File: src/rtl/tank_pkg.sv
// Shared types and constants for the tank patrol sequencer.
// Holds the heading encoding, the patrol FSM states and the power-up route.
package tank_pkg;

    typedef enum logic [2:0] {
        UP    = 3'd1,
        RIGHT = 3'd2,
        LEFT  = 3'd3,
        DOWN  = 3'd4
    } dir_t;

    typedef enum logic [1:0] {
        IDLE  = 2'd0,
        LOAD  = 2'd1,
        MOVE  = 2'd2,
        PAUSE = 2'd3
    } state_t;

    // One route entry is {dir[2:0], len[7:0]}
    localparam int ENTRY_W = 11;

    // Default patrol loop: a rectangle, repeated for deeper tables
    localparam dir_t       DEF_DIR_0 = UP;
    localparam dir_t       DEF_DIR_1 = RIGHT;
    localparam dir_t       DEF_DIR_2 = DOWN;
    localparam dir_t       DEF_DIR_3 = LEFT;
    localparam logic [7:0] DEF_LEN_0 = 8'd200;
    localparam logic [7:0] DEF_LEN_1 = 8'd100;
    localparam logic [7:0] DEF_LEN_2 = 8'd200;
    localparam logic [7:0] DEF_LEN_3 = 8'd100;

    // Reset contents of table slot idx
    function automatic logic [ENTRY_W-1:0] default_entry(input int idx);
        logic [ENTRY_W-1:0] e;
        case (idx % 4)
            0:       e = {DEF_DIR_0, DEF_LEN_0};
            1:       e = {DEF_DIR_1, DEF_LEN_1};
            2:       e = {DEF_DIR_2, DEF_LEN_2};
            default: e = {DEF_DIR_3, DEF_LEN_3};
        endcase
        return e;
    endfunction

    // Only the four compass headings are legal; anything else means "stand still"
    function automatic logic dir_valid(input logic [2:0] d);
        return (d >= 3'd1) && (d <= 3'd4);
    endfunction

endpackage

File: src/rtl/tank_route_table.sv
// Route table: NUM_SEG entries of {dir, len}, one write port, async read.
// Entries come back to the default rectangle patrol on Reset.
module tank_route_table
    import tank_pkg::*;
#(
    parameter  int NUM_SEG = 4,
    localparam int AW      = $clog2(NUM_SEG)
) (
    input  logic          Clk,
    input  logic          Reset,
    input  logic          wr_en,
    input  logic [AW-1:0] wr_addr,
    input  logic [2:0]    wr_dir,
    input  logic [7:0]    wr_len,
    input  logic [AW-1:0] rd_addr,
    output logic [2:0]    rd_dir,
    output logic [7:0]    rd_len
);

    logic [ENTRY_W-1:0] mem [NUM_SEG];

    // Storage: reset reloads the default route, otherwise accept raw writes
    always_ff @(posedge Clk) begin
        if (Reset) begin
            for (int i = 0; i < NUM_SEG; i++) begin
                mem[i] <= default_entry(i);
            end
        end else if (wr_en) begin
            mem[wr_addr] <= {wr_dir, wr_len};
        end
    end

    assign rd_dir = mem[rd_addr][ENTRY_W-1:8];
    assign rd_len = mem[rd_addr][7:0];

endmodule

File: src/rtl/tank_patrol_seq.sv
// Tank patrol sequencer: walks the route table, issuing one move_req per
// frame tick for each segment, then pausing PAUSE_FRAMES ticks.
// Optional macro TANK_PATROL_FIRE_EN adds a fire pulse at each segment end.
module tank_patrol_seq
    import tank_pkg::*;
#(
    parameter  int NUM_SEG      = 4,
    parameter  int PAUSE_FRAMES = 8,
    localparam int AW           = $clog2(NUM_SEG)
) (
    input  logic          Clk,
    input  logic          Reset,
    input  logic          frame_clk,
    input  logic          enable,
    input  logic          blocked,
    input  logic          seg_wr_en,
    input  logic [AW-1:0] seg_wr_addr,
    input  logic [2:0]    seg_wr_dir,
    input  logic [7:0]    seg_wr_len,
    output logic [2:0]    tank_dir,
    output logic          move_req,
    output logic          fire_req,
    output logic [AW-1:0] seg_idx,
    output logic          busy
);

    localparam logic [7:0] PAUSE_LAST = 8'(PAUSE_FRAMES - 1);

    state_t     state;
    state_t     next_state;
    logic       frame_q;
    logic       tick;
    logic [7:0] cur_len;
    logic [7:0] frame_cnt;
    logic [2:0] rd_dir;
    logic [7:0] rd_len;
    logic [7:0] load_len;
    logic       do_load;
    logic       cnt_inc;
    logic       cnt_clr;
    logic       seg_adv;

    tank_route_table #(
        .NUM_SEG (NUM_SEG)
    ) u_table (
        .Clk     (Clk),
        .Reset   (Reset),
        .wr_en   (seg_wr_en),
        .wr_addr (seg_wr_addr),
        .wr_dir  (seg_wr_dir),
        .wr_len  (seg_wr_len),
        .rd_addr (seg_idx),
        .rd_dir  (rd_dir),
        .rd_len  (rd_len)
    );

    // An illegal heading is loaded as a zero-length segment
    assign load_len = dir_valid(rd_dir) ? rd_len : 8'd0;
    assign busy     = (state != IDLE);

    // Frame tick: one-Clk pulse the cycle after a rising frame_clk is sampled
    always_ff @(posedge Clk) begin
        if (Reset) begin
            frame_q <= 1'b0;
            tick    <= 1'b0;
        end else begin
            frame_q <= frame_clk;
            tick    <= frame_clk & ~frame_q;
        end
    end

    // FSM state register
    always_ff @(posedge Clk) begin
        if (Reset) begin
            state <= IDLE;
        end else begin
            state <= next_state;
        end
    end

    // Next-state logic plus move pulse and datapath strobes
    always_comb begin
        next_state = state;
        move_req   = 1'b0;
        do_load    = 1'b0;
        cnt_inc    = 1'b0;
        cnt_clr    = 1'b0;
        seg_adv    = 1'b0;
        case (state)
            IDLE: begin
                if (enable) begin
                    next_state = LOAD;
                end
            end
            LOAD: begin
                do_load    = 1'b1;
                cnt_clr    = 1'b1;
                next_state = (load_len == 8'd0) ? PAUSE : MOVE;
            end
            MOVE: begin
                if (tick && enable && !blocked) begin
                    move_req = 1'b1;
                    if (frame_cnt == cur_len - 8'd1) begin
                        cnt_clr    = 1'b1;
                        next_state = PAUSE;
                    end else begin
                        cnt_inc = 1'b1;
                    end
                end
            end
            PAUSE: begin
                if (tick && enable) begin
                    if (frame_cnt == PAUSE_LAST) begin
                        cnt_clr    = 1'b1;
                        seg_adv    = 1'b1;
                        next_state = LOAD;
                    end else begin
                        cnt_inc = 1'b1;
                    end
                end
            end
            default: begin
                next_state = IDLE;
            end
        endcase
    end

    // Segment datapath: latched heading/length, frame counter, segment index
    always_ff @(posedge Clk) begin
        if (Reset) begin
            tank_dir  <= UP;
            cur_len   <= 8'd0;
            frame_cnt <= 8'd0;
            seg_idx   <= '0;
        end else begin
            if (do_load) begin
                tank_dir <= rd_dir;
                cur_len  <= load_len;
            end
            if (cnt_clr) begin
                frame_cnt <= 8'd0;
            end else if (cnt_inc) begin
                frame_cnt <= frame_cnt + 8'd1;
            end
            if (seg_adv) begin
                seg_idx <= seg_idx + 1'b1;
            end
        end
    end

`ifdef TANK_PATROL_FIRE_EN
    // Fire once as a movement segment finishes and the pause begins
    always_ff @(posedge Clk) begin
        if (Reset) begin
            fire_req <= 1'b0;
        end else begin
            fire_req <= (state == MOVE) && (next_state == PAUSE);
        end
    end
`else
    assign fire_req = 1'b0;
`endif

endmodule

File: config.mk
export PLATFORM = sky130hd
export DESIGN_NAME = tank_patrol_seq
export DESIGN_NICKNAME = d
export VERILOG_FILES = /design/src/rtl/tank_pkg.sv /design/src/rtl/tank_route_table.sv /design/src/rtl/tank_patrol_seq.sv
export SDC_FILE = /design/constraint.sdc
export NUM_CORES = 1
export LEC_CHECK = 0
export BUFFER_PORTS_ARGS = -buffer_cell sky130_fd_sc_hd__buf_4
export CORE_MARGIN = 2
export CORE_UTILIZATION = 50
export CTS_CLUSTER_SIZE = 28
export DETAILED_ROUTE_END_ITERATION = 12
export MAX_ROUTING_LAYER = met4
export PLACE_DENSITY_LB_ADDON = 0.3
export SLEW_MARGIN = 20
export SYNTH_ARGS = -nofsm -noshare
export SYNTH_HDL_FRONTEND = slang
export SYNTH_SLANG_ARGS = --single-unit
File: constraint.sdc
create_clock -name Clk -period 3.3 [get_ports Clk]
set_input_delay 0.99 -clock Clk [delete_from_list [all_inputs] [get_ports Clk]]
set_output_delay 0.99 -clock Clk [all_outputs]
set_load 0.03 [all_outputs]
==> impl_metrics.env <==
export IMPL_regArea_sq_um=1860
export IMPL_synthesis_area_sq_um=3440
export IMPL_crit_buf_inv=2
export IMPL_pwr_share_comb_pct=21.6
export IMPL_ys_flop_type="edfxtp_1"
export IMPL_finalCriticalPeriod_ns=2.84
export IMPL_async_flop_share_pct=0
export IMPL_die_area_sq_um=7560
export IMPL_root_buffer="clkbuf_8"
export IMPL_synth_seq_cells=71
export IMPL_slew_headroom_pct=52.8
export IMPL_layout_common_cells="edfxtp_1, buf_4, and2_1, dfxtp_1, nand2b_1"
export IMPL_wl_microns=6500
export IMPL_wl_per_cell_microns=16.2
export IMPL_synth_seq_area_share_pct=54.1
export IMPL_r2r_end="state[0]$_SDFFE_PP0P_"
export IMPL_critical_path_startpoint_type="input pin"
export IMPL_grt_total_usage_pct=20.0
export IMPL_fin_util_pct=58.1
export IMPL_fill_cells=547
export IMPL_cp_max_fo=4
export IMPL_maxCapViolations=0
export IMPL_max_clock_path_buffers=2
export IMPL_hpwl_microns=4540
export IMPL_slowest_delay_ns=0.43
export IMPL_cts_clk_slew_worst_paths_ns=0.08
export IMPL_critical_path_top_delay_family="simple AND/OR/NAND/NOR gates"
export IMPL_clock_power_share_pct=30.6
export IMPL_rows=30
export IMPL_syn_nets=313
export IMPL_power_density_nw_per_um2=574
export IMPL_p_sw_mw=0.656
export IMPL_period_share_pct=85.9
export IMPL_p_int_mw=1.58
export IMPL_setup_viol=0
export IMPL_finalClockSkew_ns=0.00687
export IMPL_core_area_sq_um=6720
export IMPL_remaining_drc_errors=0
export IMPL_io_buffers=25
export IMPL_final_hold_violation_count=0
export IMPL_clkSinkCount=71
export IMPL_rsz0062_at_grt="no"
export IMPL_synth_area_top_cells="edfxtp_1, dfxtp_1, mux4_2"
export IMPL_p_leak_nw=1.39
export IMPL_holdBufCountCts=0
export IMPL_cts_buffers=9
export IMPL_r2r_start="cur_len[0]$_SDFFE_PP0P_"
export IMPL_cp_endpoint="move_req"
export IMPL_r2r_setup_slack_ns=0.68
export IMPL_path_depth=4
export IMPL_required_ns=2.31
export IMPL_final_common_cell="edfxtp_1"
export IMPL_path_common_cell="buf_4"
export IMPL_yosysUniqueCellTypes=54
export IMPL_drt_iter0_drc=114
export IMPL_drtPass1Iterations=4
export IMPL_seqPwrFrac_pct=47.8
export IMPL_ys_warn_count=0
export IMPL_routed_via_density=5.49
export IMPL_antenna_left=0
export IMPL_drv_slew=0
export IMPL_swShare_pct=29.3
export IMPL_grt_antenna_before_repair=0
export IMPL_cts_tree="done"
export IMPL_worstMarginPinSlew_ns=0.709
export IMPL_syn_inst=288
export IMPL_synth_largest_area_cell="edfxtp_1"
export IMPL_vias=2202
export IMPL_final_nets=341
export IMPL_critPathSlowestCell="nor3_1"
export IMPL_gp_congestion=0.789
export IMPL_netlist_area_leader_share_pct=38.4
export IMPL_startpoint="enable"
export IMPL_io_pins=27
export IMPL_multiInputGateArea_sq_um=1490
export IMPL_grt_first_pass_wirelength_microns=10900
export IMPL_tns_ns=0
export IMPL_fmax_mhz=353
export IMPL_synth_area_per_cell_sq_um=11.9
export IMPL_area_delta_synth_final_pct=13.5
export IMPL_first_global_vias=2244
export IMPL_cts_setup_buffers=0
export IMPL_antenna_cells=0
export IMPL_cts_max_level=3
export IMPL_max_vdd_ir_drop_mv=0.310
export IMPL_die_w_microns=86.9
export IMPL_overflow=0
export IMPL_cts_resized=0
export IMPL_r2r_cells=9
export IMPL_worstHoldPathType="reg2reg"
export IMPL_crit_chain="buf_4, nand2_1, nor3_1, buf_4"
export IMPL_arrival_ns=1.85
export IMPL_clock_latency_ns=0.34
export IMPL_start_util_pct=51.2
export IMPL_chipHeight_microns=86.9
export IMPL_end_kind="primary output"
export IMPL_layout_drive_gt1_share_pct=21.5
export IMPL_synth_edf_count=44
export IMPL_grt_max_degree=25
export IMPL_status="completed"
export IMPL_worst_setup_path_type="in2out"
per-layer routing:
layer  routed length (microns)  vias to the layer above  track usage (%)
li1                          -                     1097                -
met4                       135                        0             8.38
met5                         0                        -                -
met3                       239                       14             5.31
met1                      2880                     1041             24.4
met2                      3240                       50             31.5
cell type report:
class / instances / share of cell area, %
sequential: 71 / 47.7
multi-input combinational: 196 / 38.1
timing repair buffer: 30 / 5.77
clock buffer: 9 / 3.17
tap: 80 / 2.56
clock inverter: 7 / 1.89
inverter: 8 / 0.769
how the worst min path moves through the flow:
stage,slack [ns],startpoint,cells past startpoint,endpoint
global placement,0.37,frame_q$_SDFF_PP0_,1,tick$_SDFF_PP0_
global route,0.40,frame_q$_SDFF_PP0_,1,tick$_SDFF_PP0_
CTS,0.39,frame_q$_SDFF_PP0_,1,tick$_SDFF_PP0_
detailed placement,0.38,frame_q$_SDFF_PP0_,1,tick$_SDFF_PP0_
floorplan,0.37,frame_q$_SDFF_PP0_,1,tick$_SDFF_PP0_
finish,0.39,frame_q$_SDFF_PP0_,1,tick$_SDFF_PP0_
worst reg2reg max path, delay by kind of cell (launching register included):
kind / cells / cell delay (ns)
buffers and inverters: 1 / 0.07
and+or+nand+nor: 2 / 0.50
adders and majority gates: 1 / 0.28
AOI/OAI and AO/OA: 5 / 1.22
DFF: 1 / 0.42
per-stage QoR:
stage / instance area (sq um) / instances / power, mW / setup WS (ns) / hold slack (ns)
2_1_floorplan: 3440 / 288 / 1.44 / 0.375 / 0.367
4_1_cts: 3900 / 401 / 2.26 / 0.463 / 0.392
3_5_place_dp: 3710 / 385 / 1.58 / 0.450 / 0.381
6_report: 3900 / 401 / 2.24 / 0.464 / 0.390
3_3_place_gp: 3710 / 385 / 1.57 / 0.532 / 0.373
5_1_grt: 3900 / 401 / 2.35 / 0.402 / 0.403
cells in the mapped netlist (2+ instances only):
library cell  count
inv_1             8
nor2b_1           7
nand2b_1         25
nand3_1          12
dfxtp_1          27
buf_4             2
mux4_2           11
nor4_1            2
xnor2_1           7
clkbuf_1         10
nor3b_1           2
xor2_1            5
a21oi_1          16
or2_2             3
and2_1           27
or4_1             4
a211oi_1          3
mux2i_1           4
nand2_1           7
ha_1              6
a211o_1           2
o31ai_1           4
o21ai_0           4
edfxtp_1         44
nor2_1           13
nor3_1            5
state kept, by name (all words and copies together) (netlist names), named ones only:
| signal | cells |
|---|---|
| tank_dir | 3 |
| frame_cnt | 8 |
| frame_q | 1 |
| u_table.mem | 44 |
| tick | 1 |
| cur_len | 8 |
| seg_idx | 2 |
| state | 2 |
power groups by stage:
stage | combinational (mW) | clock (mW) | sequential (mW)
after global placement | 0.479 | 0 | 1.09
final | 0.484 | 0.685 | 1.07
after CTS | 0.488 | 0.697 | 1.07
after floorplan | 0.344 | 0 | 1.10
after global routing | 0.538 | 0.736 | 1.08
after detailed placement | 0.487 | 0 | 1.09
kinds of logic (layout without fill, tap and decap cells):
kind of cell               Yosys count  after routing  share of synthesized area [%]
and+or+nand+nor                    118            118                           20.3
DFF                                 71             71                           54.1
AOI/OAI and AO/OA                   43             43                           8.77
buffers and inverters               21             54                           2.55
muxes                               15             15                           8.37
xor gates and xnor gates            13             13                           3.53
adders and majority gates            6              6                           2.18
other                                1              1                          0.109
Note: power is estimated with default switching activity, not from simulation.
